`src/rtl/acc_cu_pkg.sv`:
```
// acc_cu_pkg: shared state, opcode, ALU, selData and cond encodings for the accumulator control unit
package acc_cu_pkg;
    localparam int OPW = 3;
    localparam int ACW = 2;
    typedef enum logic [3:0] {
        S_IDLE = 4'd0,
        S_IF   = 4'd1,
        S_ID   = 4'd2,
        S_MEM  = 4'd3,
        S_EX   = 4'd4,
        S_WB   = 4'd5,
        S_ST   = 4'd6,
        S_BR   = 4'd7,
        S_HALT = 4'd8
    } state_t;
    localparam logic [OPW-1:0] OP_LDA = 3'b000;
    localparam logic [OPW-1:0] OP_STA = 3'b001;
    localparam logic [OPW-1:0] OP_ADD = 3'b010;
    localparam logic [OPW-1:0] OP_SUB = 3'b011;
    localparam logic [OPW-1:0] OP_AND = 3'b100;
    localparam logic [OPW-1:0] OP_OR  = 3'b101;
    localparam logic [OPW-1:0] OP_JCC = 3'b110;
    localparam logic [OPW-1:0] OP_HLT = 3'b111;
    localparam logic [2:0] ALU_ADD = 3'b000;
    localparam logic [2:0] ALU_SUB = 3'b001;
    localparam logic [2:0] ALU_AND = 3'b010;
    localparam logic [2:0] ALU_OR  = 3'b011;
    localparam logic [1:0] SD_DATA = 2'b00;
    localparam logic [1:0] SD_ALU  = 2'b01;
    localparam logic [1:0] COND_ALWAYS = 2'b00;
    localparam logic [1:0] COND_Z      = 2'b01;
    localparam logic [1:0] COND_C      = 2'b10;
    localparam logic [1:0] COND_N      = 2'b11;
    function automatic logic [2:0] alu_op(input logic [OPW-1:0] op);
        return op == OP_SUB ? ALU_SUB : op == OP_AND ? ALU_AND : op == OP_OR ? ALU_OR : ALU_ADD;
    endfunction
endpackage

```
`src/rtl/acc_cu_branch_eval.sv`:
```
// acc_cu_branch_eval: decides whether a conditional jump is taken from cond and the registered flags
module acc_cu_branch_eval
    import acc_cu_pkg::*;
(
    input  logic [1:0] cond,
    input  logic       cFlag,
    input  logic       zFlag,
    input  logic       nFlag,
    output logic       taken
);
    assign taken = cond == COND_ALWAYS || (cond == COND_Z && zFlag) ||
                   (cond == COND_C && cFlag) || (cond == COND_N && nFlag);
endmodule

```
`src/rtl/acc_control_unit.sv`:
```
// acc_control_unit: multicycle Moore controller sequencing fetch/decode/memory/execute/writeback of the accumulator DataPath
module acc_control_unit
    import acc_cu_pkg::*;
(
    input  logic           clk,
    input  logic           reset,
    input  logic           run,
    input  logic [OPW-1:0] opcode,
    input  logic [ACW-1:0] acField,
    input  logic [1:0]     cond,
    input  logic           cFlag,
    input  logic           zFlag,
    input  logic           nFlag,
    output logic           pcEn,
    output logic           selAddress,
    output logic           selPCsrc,
    output logic           mr,
    output logic           mw,
    output logic           wordRegEn,
    output logic           LSEn,
    output logic           RSEn,
    output logic           DIEn,
    output logic           selALUsrc,
    output logic           enb,
    output logic           dataRegEn,
    output logic           resultRegEn,
    output logic           CEn,
    output logic           ZEn,
    output logic           NEn,
    output logic [1:0]     selData,
    output logic [ACW-1:0] selAddressAC,
    output logic [2:0]     operation,
    output logic           busy,
    output logic           halted,
    output logic           instrDone
);
    state_t state, state_nx;
    logic taken;
    acc_cu_branch_eval u_branch (.cond(cond), .cFlag(cFlag), .zFlag(zFlag), .nFlag(nFlag), .taken(taken));
    always_ff @(posedge clk)
        state <= reset ? S_IDLE : state_nx;
    always_comb begin
        state_nx = S_IDLE;
        case (state)
            S_IDLE: state_nx = run ? S_IF : S_IDLE;
            S_IF:   state_nx = S_ID;
            S_ID:   state_nx = opcode == OP_STA ? S_ST : opcode == OP_JCC ? S_BR :
                               opcode == OP_HLT ? S_HALT : S_MEM;
            S_MEM:  state_nx = opcode == OP_LDA ? S_WB : S_EX;
            S_EX:   state_nx = S_WB;
            S_WB, S_ST, S_BR: state_nx = S_IF;
            S_HALT: state_nx = S_HALT;
            default: state_nx = S_IDLE;
        endcase
    end
    // reset gates every control so in-flight writes die in the reset cycle itself
    always_comb begin
        {pcEn, selAddress, selPCsrc, mr, mw, wordRegEn, LSEn, RSEn, DIEn, selALUsrc, enb,
         dataRegEn, resultRegEn, CEn, ZEn, NEn, busy, halted, instrDone} = '0;
        selData = SD_DATA;
        selAddressAC = '0;
        operation = ALU_ADD;
        if (!reset) begin
            busy = state != S_IDLE && state != S_HALT;
            case (state)
                S_IF: {mr, wordRegEn, LSEn, RSEn, pcEn} = '1;
                S_MEM: {mr, selAddress, dataRegEn} = '1;
                S_EX: begin
                    {selALUsrc, resultRegEn, ZEn, NEn} = '1;
                    CEn = opcode == OP_ADD || opcode == OP_SUB;
                    operation = alu_op(opcode);
                    selAddressAC = acField;
                end
                S_WB: begin
                    {enb, DIEn, instrDone} = '1;
                    selData = opcode == OP_LDA ? SD_DATA : SD_ALU;
                    selAddressAC = acField;
                end
                S_ST: begin
                    {mw, selAddress, instrDone} = '1;
                    selAddressAC = acField;
                end
                S_BR: begin
                    {selPCsrc, instrDone} = '1;
                    pcEn = taken;
                end
                S_HALT: halted = 1'b1;
                default: ;
            endcase
        end
    end
endmodule

```
`config.mk`:
```
export PLATFORM = sky130hd
export DESIGN_NAME = acc_control_unit
export DESIGN_NICKNAME = d
export VERILOG_FILES = /design/src/rtl/acc_cu_pkg.sv /design/src/rtl/acc_cu_branch_eval.sv /design/src/rtl/acc_control_unit.sv
export SDC_FILE = /design/constraint.sdc
export NUM_CORES = 1
export LEC_CHECK = 0
export BUFFER_PORTS_ARGS = -buffer_cell sky130_fd_sc_hd__buf_2
export CORE_UTILIZATION = 38
export DETAILED_ROUTE_END_ITERATION = 10
export GPL_ROUTABILITY_DRIVEN = 0
export PLACE_DENSITY = 0.78
export SYNTH_ARGS = -nofsm -noshare
export SYNTH_HDL_FRONTEND = slang
export SYNTH_SLANG_ARGS = --single-unit
export TNS_END_PERCENT = 5
```
`constraint.sdc`:
```
create_clock -name clk -period 1.9 [get_ports clk]
set_input_delay 0.38 -clock clk [delete_from_list [all_inputs] [get_ports clk]]
set_output_delay 0.38 -clock clk [all_outputs]
set_load 0.01 [all_outputs]
```
==> flow_summary.ini, run 1 <==
[yosys]
main_flop_type_after_synthesis = sky130_fd_sc_hd__dfxtp_1
synth_sequential_area_ratio = 0.161
synth_cell_type_count = 35
total_number_of_yosys_warnings = 0
asyncSetResetFlopFracSynth = 0
synthCells = 66
synth_edf_count = 0
flip_flop_and_latch_count_after_synthesis = 4
post_synth_instance_area_um2 = 498
syn-mean-instance-area_um2 = 7.55

[sta]
number_of_slew_limit_violations_in_the_final_report = 0
unrepaired_setup_endpoints_after_global_routing = false
timing.clock.skew_ns = 0.00624
final_worst_path_period_share = 0.949
final_hold_viol_count = 0
fin_crit_ns = 1.80
setup_total_negative_slack_ns = 0
setup_viol = 0
max_freq_ghz = 0.555

[layout]
area_growth_pct = 32.4
drive_above_1_share = 0.526
finish.utilization = 0.570
finish.cell_count_without_fillers = 109
largest_reg_flops = 4
num-nets-final = 110
final_design_area_no_fill_um2 = 659
reg.largest.list = state x4
regMostFlops = state
insertedDiodeCount = 0

[critical_path]
crit_path_start_kind = flop
cp.required_ns = 1.52
worst_setup_path_end_kind = output port
largest_delay_share_family_worst_path = simple AND/OR/NAND/NOR gates
crit_arrival_ns = 1.42
critical_path_peak_fanout = 8
path_class = flop to output port
worst_r2r_endpoint = state[2]$_SDFF_PP0_
critical_path.cell_chain = or3b_4 > nor2_4 > o31a_1 > buf_2
r2r_slack_ns = 0.70
max_stage_delay_ns = 0.43
critPathBufInv = 1
r2r-start = state[1]$_SDFF_PP0_
worst-r2r-cell-count = 2
slowest_cell_on_the_critical_path = sky130_fd_sc_hd__or3b_4

[pwr]
worst_ir_drop_vdd_mv = 0.414
power.density_mw_per_mm2 = 533
seq_power_share = 0.323
clockPowerShare = 0.307
p_switching_uw = 124
power.leakage_uw = 0.000371
internal_uw = 228
combinationalPowerShare = 0.369
p_total_uw = 352
switching_share = 0.352

[detailed_routing]
drc = 0
route.detailed.wl_per_inst_um = 11.0
route.detailed.vias_per_inst = 4.98
vias = 543
ant_nets = 0
total_wire_length_um = 1200
detailedRoute.firstIterationViolations = 10
drt-pass1-iter-count = 4

[floorplan]
overall_die_width_um = 38.2
initial_utilization = 0.431
rows = 12
die_y_um = 38.2
full_die_area_mm2 = 0.00146
floorplan.core_area_mm2 = 0.00116
num_ports = 39

[clock_network]
tritoncts = done
clk_path_buf_depth = 2
holdBufCountCts = 0
clock_insertion_delay_worst_skew_ns = 0.24
cts_setup_buffers = 0
cts.clk_slew.worst_paths_ns = 0.04
htreeDepth = 1
numCtsBuffers = 3
clockRootBuffer = sky130_fd_sc_hd__clkbuf_4
cts.sink_count = 4

[grt]
gr_ovfl_total = 0
grt_start_max_net_pins = 10
global_route_wire_length_before_repair_um = 1800
grt_util_all_layers = 0.180
initial_antenna_violation_count = 0
via_count_of_the_first_global_routing_pass = 445

[worst_hold_path]
worstHoldPathType = primary input to flop
min-delay-start = reset
hold_depth = 2
whs_endpoint = state[0]$_SDFF_PP0_

[placement]
i_o_buffers = 36
dpl.cell_count = 106
hpwl_um = 919
post_dp_area_um2 = 622

[status]
run_status = complete, no violations

[job]
cap_viol_max_count = 0
## per-layer routing
metal / vias to the layer above / global-route usage / wire (um)
li1: 280 / - / -
met1: 233 / 0.208 / 516
met2: 25 / 0.288 / 550
met3: 5 / 0.0698 / 112
met4: 0 / 0.0804 / 17
met5: - / 0 / 0
## cells in the mapped netlist (2+ instances only)
cell / n / area, um2
sky130_fd_sc_hd__mux2i_1: 2 / 20.0
sky130_fd_sc_hd__inv_1: 2 / 7.51
sky130_fd_sc_hd__nand2_1: 3 / 11.3
sky130_fd_sc_hd__and3_1: 3 / 18.8
sky130_fd_sc_hd__nor3b_1: 3 / 22.5
sky130_fd_sc_hd__nor2_2: 2 / 12.5
sky130_fd_sc_hd__dfxtp_1: 4 / 80.1
sky130_fd_sc_hd__buf_4: 8 / 60.1
sky130_fd_sc_hd__a21o_1: 2 / 15.0
sky130_fd_sc_hd__nand2b_1: 3 / 18.8
sky130_fd_sc_hd__nor2_1: 7 / 26.3
sky130_fd_sc_hd__a21oi_1: 3 / 15.0
sky130_fd_sc_hd__buf_2: 2 / 10.0
## area by class of cell
class,instances,area (um2)
inverter,2,7.51
multi-input combinational,49,338
clock buffer,3,22.5
fill,123,497
tap,14,17.5
sequential,4,86.3
timing repair buffer,37,188
## cell families (layout without fill, tap and decap cells)
kind of cell / after synthesis / after routing / synth area share
multiplexers: 2 / 2 / 0.0402
AO/OA/AOI/OAI: 10 / 10 / 0.143
flip-flops: 4 / 4 / 0.161
other: 1 / 2 / 0.00753
AND/OR/NAND/NOR: 33 / 33 / 0.427
XOR/XNOR: 2 / 2 / 0.0352
buffers and inverters: 14 / 42 / 0.186
## worst register-to-register path, delay by kind of cell, from the launching register on
kind               cells  cell delay, ns
DFF                    1            0.48
and+or+nand+nor        1            0.46
AOI/OAI and AO/OA      1            0.16
## worst max path at each step
stage	start	endpoint	slack, ns	depth (start not counted)
4_1_cts	state[3]$_SDFF_PP0_	pcEn	0.0007	4
5_1_grt	state[3]$_SDFF_PP0_	selData[0]	0.02	4
2_1_floorplan	state[2]$_SDFF_PP0_	RSEn	0.30	3
3_3_place_gp	reset	pcEn	0.18	5
3_5_place_dp	reset	pcEn	0.16	5
6_report	state[2]$_SDFF_PP0_	selData[0]	0.1	4
## through the flow
step | hold WS, ns | setup slack (ns)
global placement | 0.554 | 0.182
finish | 0.420 | 0.0974
global route | 0.434 | 0.0209
floorplan | 0.457 | 0.302
detailed placement | 0.570 | 0.158
CTS | 0.415 | 0.000733
## repair_timing
action                                  CTS  global route
hold endpoints to repair                  0             0
gates resized for setup                   2             4
endpoints found under the setup margin    3             6
## power by group through the flow
stage / logic (uW) / clock network [uW] / registers (uW)
after global routing: 142 / 119 / 116
after CTS: 129 / 112 / 113
after detailed placement: 128 / 0 / 114
final: 130 / 108 / 114
after global placement: 126 / 0 / 113
after floorplan: 117 / 0 / 98.6
## cells in the final DEF, fill, tap and decap left out, drive strengths merged, types with 3 or more instances in the layout
master | synthesis | final
nand2 | 3 | 3
buf | 11 | 37
a21oi | 3 | 3
clkbuf | 1 | 3
and3 | 3 | 3
dfxtp | 4 | 4
nor2 | 10 | 10
nand2b | 3 | 3
nor3b | 3 | 3
Power figures use the tool's default switching activity.
==> run 2: changes to the inputs <==
--- a/config.mk
+++ b/config.mk
@@ -5,11 +5,12 @@
 export SDC_FILE = /design/constraint.sdc
 export NUM_CORES = 1
 export LEC_CHECK = 0
+export ABC_AREA = 1
 export BUFFER_PORTS_ARGS = -buffer_cell sky130_fd_sc_hd__buf_2
 export CORE_UTILIZATION = 38
 export DETAILED_ROUTE_END_ITERATION = 10
 export GPL_ROUTABILITY_DRIVEN = 0
-export PLACE_DENSITY = 0.78
+export PLACE_DENSITY = 0.77
 export SYNTH_ARGS = -nofsm -noshare
 export SYNTH_HDL_FRONTEND = slang
 export SYNTH_SLANG_ARGS = --single-unit
==> run 2 against run 1 <==
Effect of this change:
- core utilization decreased by 0.52 points
- sequential power decreased by 11%
- total power decreased by 3.3%
- register-to-register slack improved by 0.20 ns
- global-route usage decreased by 2.7 points
- sequential cell count unchanged
- synthesized cell count increased by 33%
- die area increased by 0.71%
- critical endpoint is now CEn
- largest power group unchanged
==> flow_summary.ini, run 2 <==
[status]
run_status = complete, no violations

[clock_network]
htreeDepth = 1
clk_path_buf_depth = 2
holdBufCountCts = 0
cts.clk_slew.worst_paths_ns = 0.04
cts.sink_count = 4
cts_repair_resize_count = 0
tritoncts = done
numCtsBuffers = 3
clockRootBuffer = sky130_fd_sc_hd__clkbuf_4
clock_insertion_delay_worst_skew_ns = 0.23
cts_setup_buffers = 0

[sta]
setup_viol = 0
unrepaired_setup_endpoints_after_global_routing = false
setup_total_negative_slack_ns = 0
max_freq_ghz = 0.608
final_hold_viol_count = 0
final_worst_path_period_share = 0.865
fin_crit_ns = 1.64
number_of_slew_limit_violations_in_the_final_report = 0
timing.clock.skew_ns = 0.00439

[yosys]
synth.most_common_cell = sky130_fd_sc_hd__nand2_1
synth_sequential_area_ratio = 0.160
flip_flop_and_latch_count_after_synthesis = 4
synth_top_area_share = 0.160
synth_edf_count = 0
asyncSetResetFlopFracSynth = 0
main_flop_type_after_synthesis = sky130_fd_sc_hd__dfxtp_1
post_synth_instance_area_um2 = 502
total_number_of_yosys_warnings = 0
synth_commonest_cells = sky130_fd_sc_hd__nand2_1 (19), sky130_fd_sc_hd__nor2_1 (17), sky130_fd_sc_hd__inv_1 (10)
syn-mean-instance-area_um2 = 5.70
post-synth-top-area-cell = sky130_fd_sc_hd__dfxtp_1
synth_cell_type_count = 21
synthCells = 88
ranking_of_synthesized_cells_by_area = sky130_fd_sc_hd__dfxtp_1 (16%), sky130_fd_sc_hd__nand2_1 (14%), sky130_fd_sc_hd__nor2_1 (13%)

[detailed_routing]
drc = 0
ant_nets = 0
drt-pass1-iter-count = 4
route.detailed.vias_per_inst = 4.45
vias = 592
route.detailed.wl_per_inst_um = 8.53
detailedRoute.firstIterationViolations = 9
total_wire_length_um = 1140

[floorplan]
num_ports = 39
overall_die_width_um = 38.3
rows = 12
full_die_area_mm2 = 0.00147
initial_utilization = 0.428
floorplan.core_area_mm2 = 0.00117
die_y_um = 38.3

[grt]
grt_util_all_layers = 0.153
busiest_layer = met2
grt_start_max_net_pins = 13
via_count_of_the_first_global_routing_pass = 427
gr_ovfl_total = 0
globalRouteMet1Util = 0.185
met3_usage = 0.0233
grt.met2_usage = 0.258
initial_antenna_violation_count = 0
global_route_wire_length_before_repair_um = 1560

[placement]
dpl.cell_count = 130
i_o_buffers = 36
hpwl_um = 955

[critical_path]
cp.required_ns = 1.52
crit_path_start_kind = flop
critical_path_peak_fanout = 4
worstSetupStartpoint = state[2]$_SDFF_PP0_
path_class = flop to output port
worst_setup_path_end_kind = output port
r2r-start = state[1]$_SDFF_PP0_
crit_arrival_ns = 1.26

[layout]
largest_reg_flops = 4
area_growth_pct = 31.9
final_cell_mix = sky130_fd_sc_hd__buf_2 (36), sky130_fd_sc_hd__nand2_1 (19), sky130_fd_sc_hd__nor2_1 (17)
layout_commonest_cell = sky130_fd_sc_hd__buf_2
insertedDiodeCount = 0
reg.largest.list = state x4
num-nets-final = 134
regMostFlops = state
drive_above_1_share = 0.454
finish.cell_count_without_fillers = 133

[pwr]
power.density_mw_per_mm2 = 514
worst_ir_drop_vdd_mv = 0.317
power.leakage_uw = 0.000401

[worst_hold_path]
min-delay-start = reset
worstHoldPathType = primary input to flop

[job]
cap_viol_max_count = 0
==> run 2: final cells by class <==
type | instances | area, um2
fillers | 118 | 509
multi-input cells | 63 | 313
repair buffers | 36 | 180
flip-flops and latches | 4 | 80.1
inverters | 13 | 48.8
clock buffers | 3 | 22.5
well taps | 14 | 17.5
==> run 2: through the flow <==
| step | instance area, um2 | worst slack, ns | utilization | hold slack, ns | power, uW |
|---|---|---|---|---|---|
| final | 662 | 0.256 | 0.565 | 0.457 | 340 |
| after global routing | 662 | 0.143 | 0.565 | 0.468 | 364 |
| after CTS | 662 | 0.244 | 0.565 | 0.451 | 346 |
| after detailed placement | 639 | 0.284 | 0.546 | 0.577 | 240 |
| after global placement | 639 | 0.326 | 0.546 | 0.575 | 237 |
| after floorplan | 505 | 0.496 | - | 0.535 | 204 |
==> run 2: cells by family after synthesis <==
kind of cell,share of synthesized area
simple gates,0.494
other cells,0.00747
compound gates,0.115
buf+inv,0.224
flops,0.160
==> run 2: layer usage <==
| metal | share of wire | up-vias | routed length (um) |
|---|---|---|---|
| met2 | 0.46 | 24 | 518 |
| met1 | 0.45 | 243 | 512 |
| met4 | 0.017 | 0 | 19 |
| li1 | - | 322 | - |
| met5 | 0 | - | 0 |
| met3 | 0.075 | 3 | 85 |
==> run 2: worst paths after layout <==
kind                                       endpoint  slack, ns  depth (start not counted)
worst max register to register  state[0]$_SDFF_PP0_       0.90                          4
worst min-delay path            state[0]$_SDFF_PP0_       0.46                          2
worst max-delay path                            CEn       0.26                          5
worst min register to register  state[3]$_SDFF_PP0_       0.59                          2
==> run 2: report_power, final <==
group          switching, uW  internal, uW  total (uW)
combinational           83.9          50.9         135
clock                   32.5          70.4         103
sequential              9.70          92.6         102
total                    126           214         340
==> run 2: worst max-delay path, stage by stage, from the launching register on <==
cell and delay (ns):
sky130_fd_sc_hd__dfxtp_1 0.42, sky130_fd_sc_hd__nand2_1 0.11, sky130_fd_sc_hd__nor2_2 0.15, sky130_fd_sc_hd__nand2_2 0.10, sky130_fd_sc_hd__nor3_2 0.10, sky130_fd_sc_hd__buf_2 0.15
